$ cat src/rtl/grid_iter_ctrl.sv
// Relaxation sequencer for a gridcellREGALU array: issues Load/Shift strobes,
// tracks the max |NEW-OLD| residual and stops on convergence or iteration budget.
module grid_iter_ctrl #(
  parameter int unsigned NCELLS        = 4,
  parameter int unsigned SETTLE_CYCLES = 2,
  parameter int unsigned ITER_W        = 16
) (
  input  logic                  Clk,
  input  logic                  Reset,
  input  logic                  Start,
  input  logic                  Abort,
  input  logic [7:0]            Threshold,
  input  logic [ITER_W-1:0]     MaxIter,
  input  logic [NCELLS*8-1:0]   OLD_VALS,
  input  logic [NCELLS*8-1:0]   NEW_VALS,
  output logic                  Load,
  output logic                  Shift,
  output logic                  Busy,
  output logic                  Done,
  output logic                  Converged,
  output logic [ITER_W-1:0]     IterCount,
  output logic [7:0]            MaxDelta
);

  localparam int unsigned SW = (SETTLE_CYCLES > 1) ? $clog2(SETTLE_CYCLES) : 1;
  localparam logic [SW-1:0] SETTLE_RELOAD = SW'(SETTLE_CYCLES - 1);

  typedef enum logic [2:0] {
    S_IDLE,
    S_LOAD,
    S_SETTLE,
    S_SHIFT,
    S_CHECK,
    S_DONE
  } state_t;

  state_t            state_q;
  logic [SW-1:0]     settle_q;
  logic [ITER_W-1:0] iter_q;
  logic [7:0]        delta_q;
  logic              conv_q;

  logic [7:0]        residual_d;
  logic [7:0]        old_b;
  logic [7:0]        new_b;
  logic [7:0]        diff;

  // Unsigned absolute difference per cell, reduced by max.
  always_comb begin
    residual_d = '0;
    old_b      = '0;
    new_b      = '0;
    diff       = '0;
    for (int unsigned i = 0; i < NCELLS; i++) begin
      old_b = OLD_VALS[8*i +: 8];
      new_b = NEW_VALS[8*i +: 8];
      diff  = (new_b >= old_b) ? (new_b - old_b) : (old_b - new_b);
      if (diff > residual_d) residual_d = diff;
    end
  end

  always_ff @(posedge Clk or negedge Reset) begin
    if (!Reset) begin
      state_q  <= S_IDLE;
      settle_q <= '0;
      iter_q   <= '0;
      delta_q  <= '0;
      conv_q   <= 1'b0;
    end else if (Abort) begin
      // IterCount and MaxDelta are deliberately left for inspection.
      state_q <= S_IDLE;
      conv_q  <= 1'b0;
    end else begin
      case (state_q)
        S_IDLE: begin
          if (Start) begin
            iter_q  <= '0;
            delta_q <= '0;
            conv_q  <= 1'b0;
            state_q <= S_LOAD;
          end
        end
        S_LOAD: begin
          if (MaxIter == '0) begin
            conv_q  <= 1'b0;
            state_q <= S_DONE;
          end else begin
            settle_q <= SETTLE_RELOAD;
            state_q  <= S_SETTLE;
          end
        end
        S_SETTLE: begin
          if (settle_q == '0) state_q <= S_SHIFT;
          else                settle_q <= settle_q - 1'b1;
        end
        S_SHIFT: begin
          iter_q  <= iter_q + 1'b1;
          state_q <= S_CHECK;
        end
        S_CHECK: begin
          delta_q <= residual_d;
          if (residual_d <= Threshold) begin
            conv_q  <= 1'b1;
            state_q <= S_DONE;
          end else if (iter_q == MaxIter) begin
            conv_q  <= 1'b0;
            state_q <= S_DONE;
          end else begin
            settle_q <= SETTLE_RELOAD;
            state_q  <= S_SETTLE;
          end
        end
        S_DONE: begin
          if (Start) begin
            iter_q  <= '0;
            conv_q  <= 1'b0;
            state_q <= S_LOAD;
          end
        end
        default: state_q <= S_IDLE;
      endcase
    end
  end

  assign Load      = (state_q == S_LOAD);
  assign Shift     = (state_q == S_SHIFT);
  assign Busy      = (state_q != S_IDLE) && (state_q != S_DONE);
  assign Done      = (state_q == S_DONE);
  assign Converged = conv_q;
  assign IterCount = iter_q;
  assign MaxDelta  = delta_q;

endmodule

$ cat config.mk
export PLATFORM = sky130hd
export DESIGN_NAME = grid_iter_ctrl
export DESIGN_NICKNAME = d
export VERILOG_FILES = /design/src/rtl/grid_iter_ctrl.sv
export SDC_FILE = /design/constraint.sdc
export NUM_CORES = 1
export LEC_CHECK = 0
export CELL_PAD_IN_SITES_DETAIL_PLACEMENT = 0
export CELL_PAD_IN_SITES_GLOBAL_PLACEMENT = 1
export CORE_ASPECT_RATIO = 1.2
export CORE_UTILIZATION = 39
export CTS_BUF_LIST = sky130_fd_sc_hd__clkbuf_4 sky130_fd_sc_hd__clkbuf_8
export CTS_CLUSTER_SIZE = 10
export DETAILED_ROUTE_END_ITERATION = 6
export PLACE_DENSITY = 0.84
export SYNTH_ARGS = -nofsm -noshare
export SYNTH_HDL_FRONTEND = slang
export SYNTH_SLANG_ARGS = --single-unit
$ cat constraint.sdc
create_clock -name Clk -period 2.85 [get_ports Clk]
set_input_delay 0.855 -clock Clk [delete_from_list [all_inputs] [get_ports Clk]]
set_output_delay 0.855 -clock Clk [all_outputs]
set_load 0.005 [all_outputs]
==> run_results.csv, run 1 <==
group,metric,value,unit
critical_path,end_kind,"register",
drt,vias,6473,
clocking,clock_sinks,29,
clocking,cts_made_buffers,5,
pwr,p_total,7750,uW
clocking,clk_pin_slew,0.06,ns
yosys,syn_nets,895,
drt,routed_wl,18600,um
yosys,syn_area_per_cell,8.00,sq um
finish,nNetsFinal,1236,
placed_design,hpwlAfterDp,14000,um
pwr,p_per_area,802,nW/um^2
finish,syn_to_final_growth,72.0,%
min_path,hold_start,"MaxDelta[4]$_DFFE_PN0P_",
timing,rsz0062_at_grt,"yes",
placed_design,place_congestion,0.918,
die,io_pins,121,
yosys,synth-seq-cells,29,
outcome,outcome,"complete, but fails checks",
die,die-height,133,um
yosys,yosysSeqAreaShare,12.9,%
timing,slew_viol_final,0,
drt,ant_nets,0,
global_routing,grt-ovfl-total,0,
timing,hold_slack,0.517,ns
critical_path,worst_setup_path_start_kind,"input port",
timing,tightest_slew,0.735,ns
clocking,cts-root-buf,"clkbuf_8",
timing,fin_crit_sh,280,%
critical_path,max_stage_delay,0.39,ns
global_routing,grt_max_degree,30,
timing,final_hold_viol_count,0,
clocking,insertion_delay,0.28,ns
job,max_cap_viol_count,0,
critical_path,timing.critical_path.fanout_max,7,
die,die_area,14900,sq um
timing,finalSetupViolCount,13,
yosys,ys_async_sr_fraction,100,%
timing,max_freq,125,MHz
placed_design,pre_cts_slack,-5.87,ns
critical_path,slowest_stage,"or3b_4",
clocking,cts_buffer_depth,2,
pwr,peakVddDrop,0.000597,V
yosys,synth_edf_count,0,
yosys,synth_ff_type,"dfrtp_1",
die,fp.dieW,112,um
finish,nFillCells,1055,
outcome,violations,"DRC, setup timing",
die,rows,47,
critical_path,cp_data_arrival_time,8.16,ns
critical_path,critPathKind,"input port to register",
die,core,13900,sq um
global_routing,track_usage,24.1,%
placed_design,numPortBuffers,120,
min_path,min_path_type,"register to register",
timing,clock_skew,0.00122,ns
global_routing,grt_pass1_wl,30000,um
critical_path,startpoint,"NEW_VALS[8]",
finish,n_antenna_cell,0,
global_routing,first_global_vias,6759,
drt,drc,13,
critical_path,cp.required,3.04,ns
yosys,synth_area,5620,sq um
pwr,leakagePower,0.00472,uW
finish,drive_above_1_share,39.4,%
drt,routedWlPerCell,15.3,um
drt,vias_per_cell,5.33,
timing,fin_ws,-5.12,ns
yosys,syn_inst,702,
drt,drt_iter0_drc,317,
timing,maxSlewHeadroom,50.7,%
die,start_util,40.3,%
critical_path,r2r-start,"state_q[2]$_DFFE_PN0P_",
yosys,yosysWarnings,0,
global_routing,antenna_found_initial,0,
clocking,htree_levels,2,
timing,period_needed,7.97,ns
yosys,synth.distinct_cells,77,
drt,first_pass_iters,6,
clocking,cts_tree,"yes",
-- area by class of cell --
cell class / instances / area (sq um) / area share [%]
Clock buffer: 6 / 76.3 / 0.790
Clock inverter: 2 / 10.0 / 0.104
Inverter: 103 / 399 / 4.13
Multi-Input combinational cell: 548 / 5240 / 54.2
Sequential cell: 29 / 726 / 7.51
Tap cell: 171 / 214 / 2.21
Timing Repair Buffer: 356 / 3000 / 31.0
-- power by group --
| group | internal (uW) | switching, uW |
|---|---|---|
| combinational | 3790 | 3040 |
| sequential | 486 | 95.4 |
| clock | 178 | 162 |
-- registers in the layout (all words and copies together) (netlist names) --
name / cells
IterCount: 16
state_q: 3
Converged: 1
MaxDelta: 8
settle_q: 1
-- kinds of logic (layout without fill, tap and decap cells) --
logic type | Yosys count | after routing | synth area share, %
AOI/OAI and AO/OA | 176 | 176 | 22.4
and+or+nand+nor | 178 | 178 | 16.4
muxes | 43 | 43 | 8.28
DFF | 29 | 29 | 12.9
adders and majority gates | 101 | 101 | 23.6
xor gates and xnor gates | 50 | 50 | 7.79
buffers and inverters | 125 | 467 | 8.73
-- cells in the mapped netlist, drive strengths merged (15+ instances only) --
cell type	instances	area, sq um
a21o	25	188
a21oi	44	250
dfrtp	29	726
ha	93	1160
inv	103	387
mux2i	31	323
nand2	47	176
nand3	23	115
nor2	41	161
o21ai	34	174
xnor2	15	131
xor2	35	307
-- per-layer routing --
| layer | track usage [%] | up-vias | routed length, um |
|---|---|---|---|
| met3 | 2.32 | 55 | 633 |
| met1 | 25.5 | 3084 | 7100 |
| met2 | 48.9 | 178 | 10200 |
| met5 | 0 | - | 0 |
| li1 | - | 3156 | - |
| met4 | 8.18 | 0 | 607 |
-- critical path, delay by kind of cell --
| kind | cells | cell delay, ns |
|---|---|---|
| compound gates | 16 | 2.61 |
| simple gates | 12 | 1.76 |
| fa+ha+maj | 6 | 1.52 |
| mux | 3 | 0.93 |
| buf+inv | 5 | 0.51 |
-- cells in the final DEF, fill, tap and decap left out, types with 17 or more instances in the layout --
cell type and n:
xor2_1 34, mux2i_1 18, inv_2 18, clkdlybuf4s50_1 89
nor2_1 38, buf_4 222, nand3_1 17, nand2_1 40
a21oi_1 30, ha_4 29, o21ai_0 20, ha_1 63
a21o_1 25, inv_1 84, dfrtp_1 29
-- through the flow --
step	TNS (ns)	std cells	util, %	area [sq um]
after CTS	-54.98	1206	67.2	9360
after global placement	-61.79	1174	61.6	8580
final	-56.52	1215	69.3	9660
after global routing	-59.41	1215	69.3	9660
after floorplan	-53.80	702	-	5760
after detailed placement	-65.58	1174	61.6	8580
-- repair_timing --
action                     CTS  global route
setup endpoints to repair   13            13
resized for setup          150            63
hold buffers                 0             0
pin swaps                   66            51
setup buffers               25            10
cloned                       1             0
-- final timing paths --
check                      cells past startpoint  slack, ns                  endpoint
setup reg to reg                               9       0.58     Converged$_DFFE_PN0P_
hold / removal                                 1       0.52   MaxDelta[4]$_DFFE_PN0P_
hold reg to reg                                1       0.52   MaxDelta[4]$_DFFE_PN0P_
max in group asynchronous                      2       1.60   MaxDelta[2]$_DFFE_PN0P_
min in group asynchronous                      2       0.96  IterCount[1]$_DFFE_PN0P_
setup / recovery                              42      -5.12    state_q[1]$_DFFE_PN0P_
Note: power is estimated with default switching activity, not from simulation.
==> run 2, diff against run 1 <==
--- a/config.mk
+++ b/config.mk
@@ -8,11 +8,13 @@
 export CELL_PAD_IN_SITES_DETAIL_PLACEMENT = 0
 export CELL_PAD_IN_SITES_GLOBAL_PLACEMENT = 1
 export CORE_ASPECT_RATIO = 1.2
+export CORE_MARGIN = 2
 export CORE_UTILIZATION = 39
 export CTS_BUF_LIST = sky130_fd_sc_hd__clkbuf_4 sky130_fd_sc_hd__clkbuf_8
 export CTS_CLUSTER_SIZE = 10
 export DETAILED_ROUTE_END_ITERATION = 6
 export PLACE_DENSITY = 0.84
+export RECOVER_POWER = 100
 export SYNTH_ARGS = -nofsm -noshare
 export SYNTH_HDL_FRONTEND = slang
 export SYNTH_SLANG_ARGS = --single-unit
==> run 2 against run 1 <==
Count of clock-buffer cells in the layout up 1. The flow finishes with violations (capacitance limit, slew limit, setup timing). Routed wire length up 1.2%. Largest power group unchanged. Register-to-register slack worse by 0.19 ns. Critical path depth unchanged. Worst hold slack worse by 0.020 ns. Sequential share of layout area down 0.071 points. Core utilization down 0.68 points. Setup slack better by 0.016 ns. Final cell count up 0.99%. Die area up 3.3%. First-iteration DRC count down 22%.
==> run_results.csv, run 2 (synthesized netlist as in run 1, its figures left out) <==
group,metric,value,unit
outcome,outcome,"complete, but fails checks",
outcome,violations,"capacitance limit, slew limit, setup timing",
drt,routed_wl,18800,um
global_routing,met1_usage,22.6,%
finish,drive_above_1_share,40.6,%
drt,drt_iter0_drc,248,
critical_path,cp_data_arrival_time,8.16,ns
min_path,whs_path_depth,1,
global_routing,first_global_vias,6653,
critical_path,crit_top_cell,"ha_4",
clocking,cts-root-buf,"clkbuf_8",
drt,first_pass_iters,4,
clocking,cts_tree,"yes",
timing,max_freq,126,MHz
die,rows,48,
finish,regArea,727,sq um
clocking,insertion_delay,0.29,ns
min_path,min_path_type,"register to register",
global_routing,grt-ovfl-total,0,
placed_design,place_congestion,0.870,
die,die_area,15400,sq um
pwr,combPwrFrac,87.7,%
timing,final_hold_viol_count,0,
timing,fin_ws,-5.11,ns
pwr,switchingPower,3320,uW
finish,syn_to_final_growth,73.9,%
critical_path,cp.required,3.05,ns
finish,largest_register_ffs,16,
finish,final_cell_mix,"222 x buf_4, 83 x inv_1, 63 x ha_1, 60 x clkdlybuf4s50_1, 41 x nand2_1",
timing,rsz0062_at_grt,"yes",
finish,final_common_cell,"buf_4",
pwr,intPower,4540,uW
global_routing,grt_max_degree,30,
global_routing,grt_pass1_wl,29100,um
critical_path,reg2regPathDepth,9,
drt,vias_per_cell,5.34,
finish,multi_input_area,5280,sq um
pwr,power.share.switching,42.2,%
die,die-height,135,um
die,core,14200,sq um
critical_path,worst_setup_path_start_kind,"input port",
job,max_cap_viol_count,1,
global_routing,use_met3,1.66,%
timing,clock_skew,0.00708,ns
clocking,htree_levels,2,
pwr,peakVddDrop,0.000643,V
clocking,cts_buffer_depth,2,
placed_design,numPortBuffers,120,
clocking,clk_pin_slew,0.06,ns
pwr,p_total,7850,uW
drt,routedWlPerCell,15.3,um
critical_path,timing.critical_path.fanout_max,6,
global_routing,top_usage_layer,"met2",
global_routing,track_usage,22.6,%
timing,fin_setup_tns,-55.11,ns
global_routing,use_met2,47.1,%
pwr,p_clk_share,4.8,%
critical_path,slowest_stage,"or3b_4",
clocking,cts_made_buffers,5,
clocking,holdBufCountCts,0,
die,start_util,39.5,%
finish,nFillCells,1099,
drt,drc,0,
die,io_pins,121,
pwr,leakagePower,0.00488,uW
global_routing,antenna_found_initial,0,
timing,slew_viol_final,30,
drt,vias,6551,
timing,finalSetupViolCount,13,
critical_path,max_stage_delay,0.40,ns
critical_path,ff2ff_setup_slack,0.39,ns
timing,fin_crit_sh,279,%
critical_path,critPathKind,"input port to register",
finish,nNetsFinal,1244,
timing,period_needed,7.96,ns
critical_path,end_kind,"register",
pwr,p_seq_share,7.5,%
die,fp.dieW,114,um
timing,maxSlewHeadroom,-6.78,%
timing,tightest_slew,1.60,ns
drt,ant_nets,0,
clocking,clock_sinks,29,
placed_design,hpwlAfterDp,14500,um
pwr,p_per_area,803,nW/um^2
finish,n_antenna_cell,0,
[run 2: cell types whose count changed in the layout (fill, tap and decap cells not counted), moves of 4 or more]
cell / previous run / this run
clkdlybuf4s50_1: 89 / 60
dlygate4sd3_1: 0 / 28
clkbuf_2: 6 / 13
dlygate4sd2_1: 14 / 8
buf_6: 12 / 16
nor2_2: 1 / 5
[run 2: per-layer routing]
layer  wire length [um]  part of all wire (%)
met5                  0                     0
met4                597                   3.2
met3                692                   3.7
met2              10600                    56
met1               6920                    37
[run 2: metrics by stage]
stage	hold WS (ns)	instance area [sq um]	util, %	setup WS, ns	cells
detailed placement	0.491	8630	60.7	-5.84	1184
global route	0.519	9770	68.7	-5.36	1227
CTS	0.507	9420	66.2	-4.98	1215
global placement	0.465	8630	60.7	-5.55	1184
finish	0.497	9770	68.7	-5.11	1227
floorplan	0.473	5760	-	-5.07	702
[run 2: final timing paths]
path                                              start                  endpoint
worst max-delay path                        NEW_VALS[8]    state_q[1]$_DFFE_PN0P_
worst min-delay path            MaxDelta[1]$_DFFE_PN0P_   MaxDelta[1]$_DFFE_PN0P_
worst max register to register   state_q[2]$_DFFE_PN0P_     Converged$_DFFE_PN0P_
worst min register to register  MaxDelta[1]$_DFFE_PN0P_   MaxDelta[1]$_DFFE_PN0P_
max in group asynchronous                         Reset    state_q[0]$_DFFE_PN0P_
min in group asynchronous                         Reset  IterCount[5]$_DFFE_PN0P_
[run 2: what timing repair did]
action	4_1_cts	5_1_grt
buffers inserted	23	13
pin swaps	71	49
gates resized for setup	144	89
setup endpoints to repair	13	14
[run 2: final cells by class]
class / instances / area share (%)
Sequential cell: 29 / 7.44
Clock buffer: 7 / 0.986
Clock inverter: 1 / 0.0512
Inverter: 103 / 4.11
Multi-Input combinational cell: 548 / 54.1
Timing Repair Buffer: 364 / 31.1
Tap cell: 175 / 2.24
[run 2: power groups by stage]
stage               Sequential, uW  Combinational [uW]  Clock, uW
floorplan                      562                2850          0
global placement               593                4680          0
detailed placement             596                4850          0
CTS                            589                5840        388
global route                   603                7370        403
finish                         588                6890        377
[run 2: critical path, delay by kind of cell]
kind                       cells  cell delay (ns)
AOI/OAI and AO/OA             15             2.68
muxes                          3             0.80
buffers and inverters          7             0.64
adders and majority gates      6             1.44
and+or+nand+nor               11             1.71
==> run 3, diff against run 2 <==
--- a/config.mk
+++ b/config.mk
@@ -8,7 +8,6 @@
 export CELL_PAD_IN_SITES_DETAIL_PLACEMENT = 0
 export CELL_PAD_IN_SITES_GLOBAL_PLACEMENT = 1
 export CORE_ASPECT_RATIO = 1.2
-export CORE_MARGIN = 2
 export CORE_UTILIZATION = 39
 export CTS_BUF_LIST = sky130_fd_sc_hd__clkbuf_4 sky130_fd_sc_hd__clkbuf_8
 export CTS_CLUSTER_SIZE = 10
==> run 3 against run 2 <==
Design area is 1.3% lower. Sequential share of layout area is 0.083 points higher. Largest power group unchanged. Setup slack worse by 0.016 ns. Clock skew is 0.0054 ns lower. The run ends with DRC, capacitance limit, slew limit, setup timing left. Sequential cell count stayed put. Die area is 3.2% lower. Power is 1.7% lower.
==> run_results.csv, run 3 (synthesized netlist as in run 1, its figures left out) <==
group,metric,value,unit
outcome,outcome,"complete, but fails checks",
outcome,violations,"DRC, capacitance limit, slew limit, setup timing",
job,max_cap_viol_count,1,
critical_path,critPathKind,"input port to register",
timing,maxSlewHeadroom,-8.48,%
global_routing,grt_max_degree,30,
timing,tightest_slew,1.63,ns
drt,vias,6468,
timing,max_freq,125,MHz
finish,final_cell_mix,"217 x buf_4, 84 x inv_1, 63 x ha_1, 60 x clkdlybuf4s50_1, 40 x nand2_1",
critical_path,ff2ff_setup_slack,0.59,ns
timing,hold_slack,0.512,ns
critical_path,r2r-start,"state_q[2]$_DFFE_PN0P_",
global_routing,antenna_found_initial,0,
die,die-height,133,um
clocking,htree_levels,2,
placed_design,place_congestion,0.918,
drt,first_pass_iters,7,
clocking,clock_sinks,29,
critical_path,timing.critical_path.fanout_max,7,
finish,final_cells,1215,
timing,period_needed,7.97,ns
die,fp.dieW,112,um
drt,drc,13,
pwr,p_per_area,799,nW/um^2
pwr,p_clk_share,4.4,%
timing,clock_skew,0.00170,ns
finish,largest_register_ffs,16,
pwr,combPwrFrac,88.1,%
clocking,clk_pin_slew,0.06,ns
placed_design,hpwlAfterDp,14000,um
pwr,p_seq_share,7.5,%
global_routing,grt_pass1_wl,30000,um
critical_path,max_stage_delay,0.39,ns
critical_path,cp.required,3.06,ns
global_routing,grt-ovfl-total,0,
drt,top_layer_used,"met4",
pwr,p_total,7710,uW
die,start_util,40.3,%
timing,fin_crit_sh,280,%
critical_path,cp_data_arrival_time,8.19,ns
timing,final_hold_viol_count,0,
drt,ant_nets,0,
timing,fin_setup_tns,-56.50,ns
timing,rsz0062_at_grt,"yes",
finish,syn_to_final_growth,71.7,%
finish,nNetsFinal,1236,
critical_path,slowest_stage,"or3b_4",
critical_path,worst_setup_path_start_kind,"input port",
clocking,cts_made_buffers,5,
pwr,switchingPower,3290,uW
global_routing,track_usage,24.1,%
pwr,leakagePower,0.00481,uW
drt,wl_met1,7150,um
die,core,13900,sq um
drt,dr_wl_met3,572,um
placed_design,pre_cts_slack,-5.87,ns
timing,slew_viol_final,30,
pwr,peakVddDrop,0.000595,V
critical_path,crit_buf_inv,6,
critical_path,startpoint,"NEW_VALS[8]",
critical_path,reg2regPathDepth,9,
clocking,insertion_delay,0.28,ns
drt,routed_wl,18600,um
timing,fin_ws,-5.12,ns
global_routing,first_global_vias,6759,
pwr,power.share.switching,42.7,%
drt,dr_wl_met2,10300,um
critical_path,path_depth,43,
clocking,cts_tree,"yes",
finish,regArea,726,sq um
clocking,cts_buffer_depth,2,
placed_design,dp.cells,1174,
clocking,cts-root-buf,"clkbuf_8",
finish,n_antenna_cell,0,
critical_path,worstReg2RegEnd,"Converged$_DFFE_PN0P_",
finish,drive_above_1_share,39.2,%
pwr,intPower,4420,uW
drt,routedWlPerCell,15.3,um
critical_path,endpoint,"settle_q$_DFFE_PN0P_",
finish,final_common_cell,"buf_4",
finish,multi_input_area,5240,sq um
drt,vias_per_cell,5.32,
finish,nFillCells,1060,
die,rows,47,
placed_design,numPortBuffers,120,
die,io_pins,121,
min_path,min_path_type,"register to register",
drt,drt_iter0_drc,283,
critical_path,cp_top_family,"compound AO/OA/AOI/OAI gates",
die,die_area,14900,sq um
clocking,holdBufCountCts,0,
timing,finalSetupViolCount,13,
critical_path,end_kind,"register",
==> run 3: cell count changes in the layout (fill, tap and decap cells not counted), sizes merged <==
cell           change
buf                -8
dlygate4sd2        +6
clkbuf             -4
dlymetal6s2s       -3
clkdlybuf4s15      -1
clkinv             +1
dlygate4sd3        +1
==> run 3: worst min path at each step <==
stage | end | slack [ns] | cells after the start | start
2_1_floorplan | MaxDelta[0]$_DFFE_PN0P_ | 0.47 | 2 | MaxDelta[0]$_DFFE_PN0P_
3_3_place_gp | MaxDelta[4]$_DFFE_PN0P_ | 0.48 | 1 | MaxDelta[4]$_DFFE_PN0P_
3_5_place_dp | MaxDelta[4]$_DFFE_PN0P_ | 0.50 | 1 | MaxDelta[4]$_DFFE_PN0P_
4_1_cts | MaxDelta[4]$_DFFE_PN0P_ | 0.52 | 1 | MaxDelta[4]$_DFFE_PN0P_
5_1_grt | MaxDelta[4]$_DFFE_PN0P_ | 0.53 | 1 | MaxDelta[4]$_DFFE_PN0P_
6_report | MaxDelta[4]$_DFFE_PN0P_ | 0.51 | 1 | MaxDelta[4]$_DFFE_PN0P_
==> run 3: through the flow <==
step                      cell area (sq um)  utilization [%]
after floorplan                        5760                -
after global placement                 8580             61.6
after detailed placement               8580             61.6
after CTS                              9360             67.2
after global routing                   9650             69.2
final                                  9650             69.2
==> run 3: repair_timing <==
action	in CTS	in global routing
gates resized for setup	150	63
gates cloned	1	0
buffers inserted	25	10
pin swaps	66	51
setup endpoints to repair	13	13
==> run 3: metal layers <==
layer / GRT usage [%] / vias to the layer above
li1: - / 3157
met2: 48.9 / 172
met3: 2.32 / 51
met1: 25.5 / 3088
met5: 0 / -
met4: 8.18 / 0
==> run 3: power groups by stage <==
| stage | Clock, uW | Combinational (uW) | Sequential [uW] |
|---|---|---|---|
| floorplan | 0 | 2850 | 562 |
| global placement | 0 | 4580 | 582 |
| detailed placement | 0 | 4730 | 584 |
| CTS | 342 | 5830 | 578 |
| global route | 356 | 7350 | 591 |
| finish | 342 | 6790 | 579 |
==> run 3: final cells by class <==
| class | instances | area share (%) |
|---|---|---|
| tap | 171 | 2.22 |
| sequential | 29 | 7.52 |
| clock inverter | 2 | 0.104 |
| timing repair buffer | 356 | 30.9 |
| clock buffer | 6 | 0.791 |
| multi-input combinational | 548 | 54.3 |
| inverter | 103 | 4.14 |
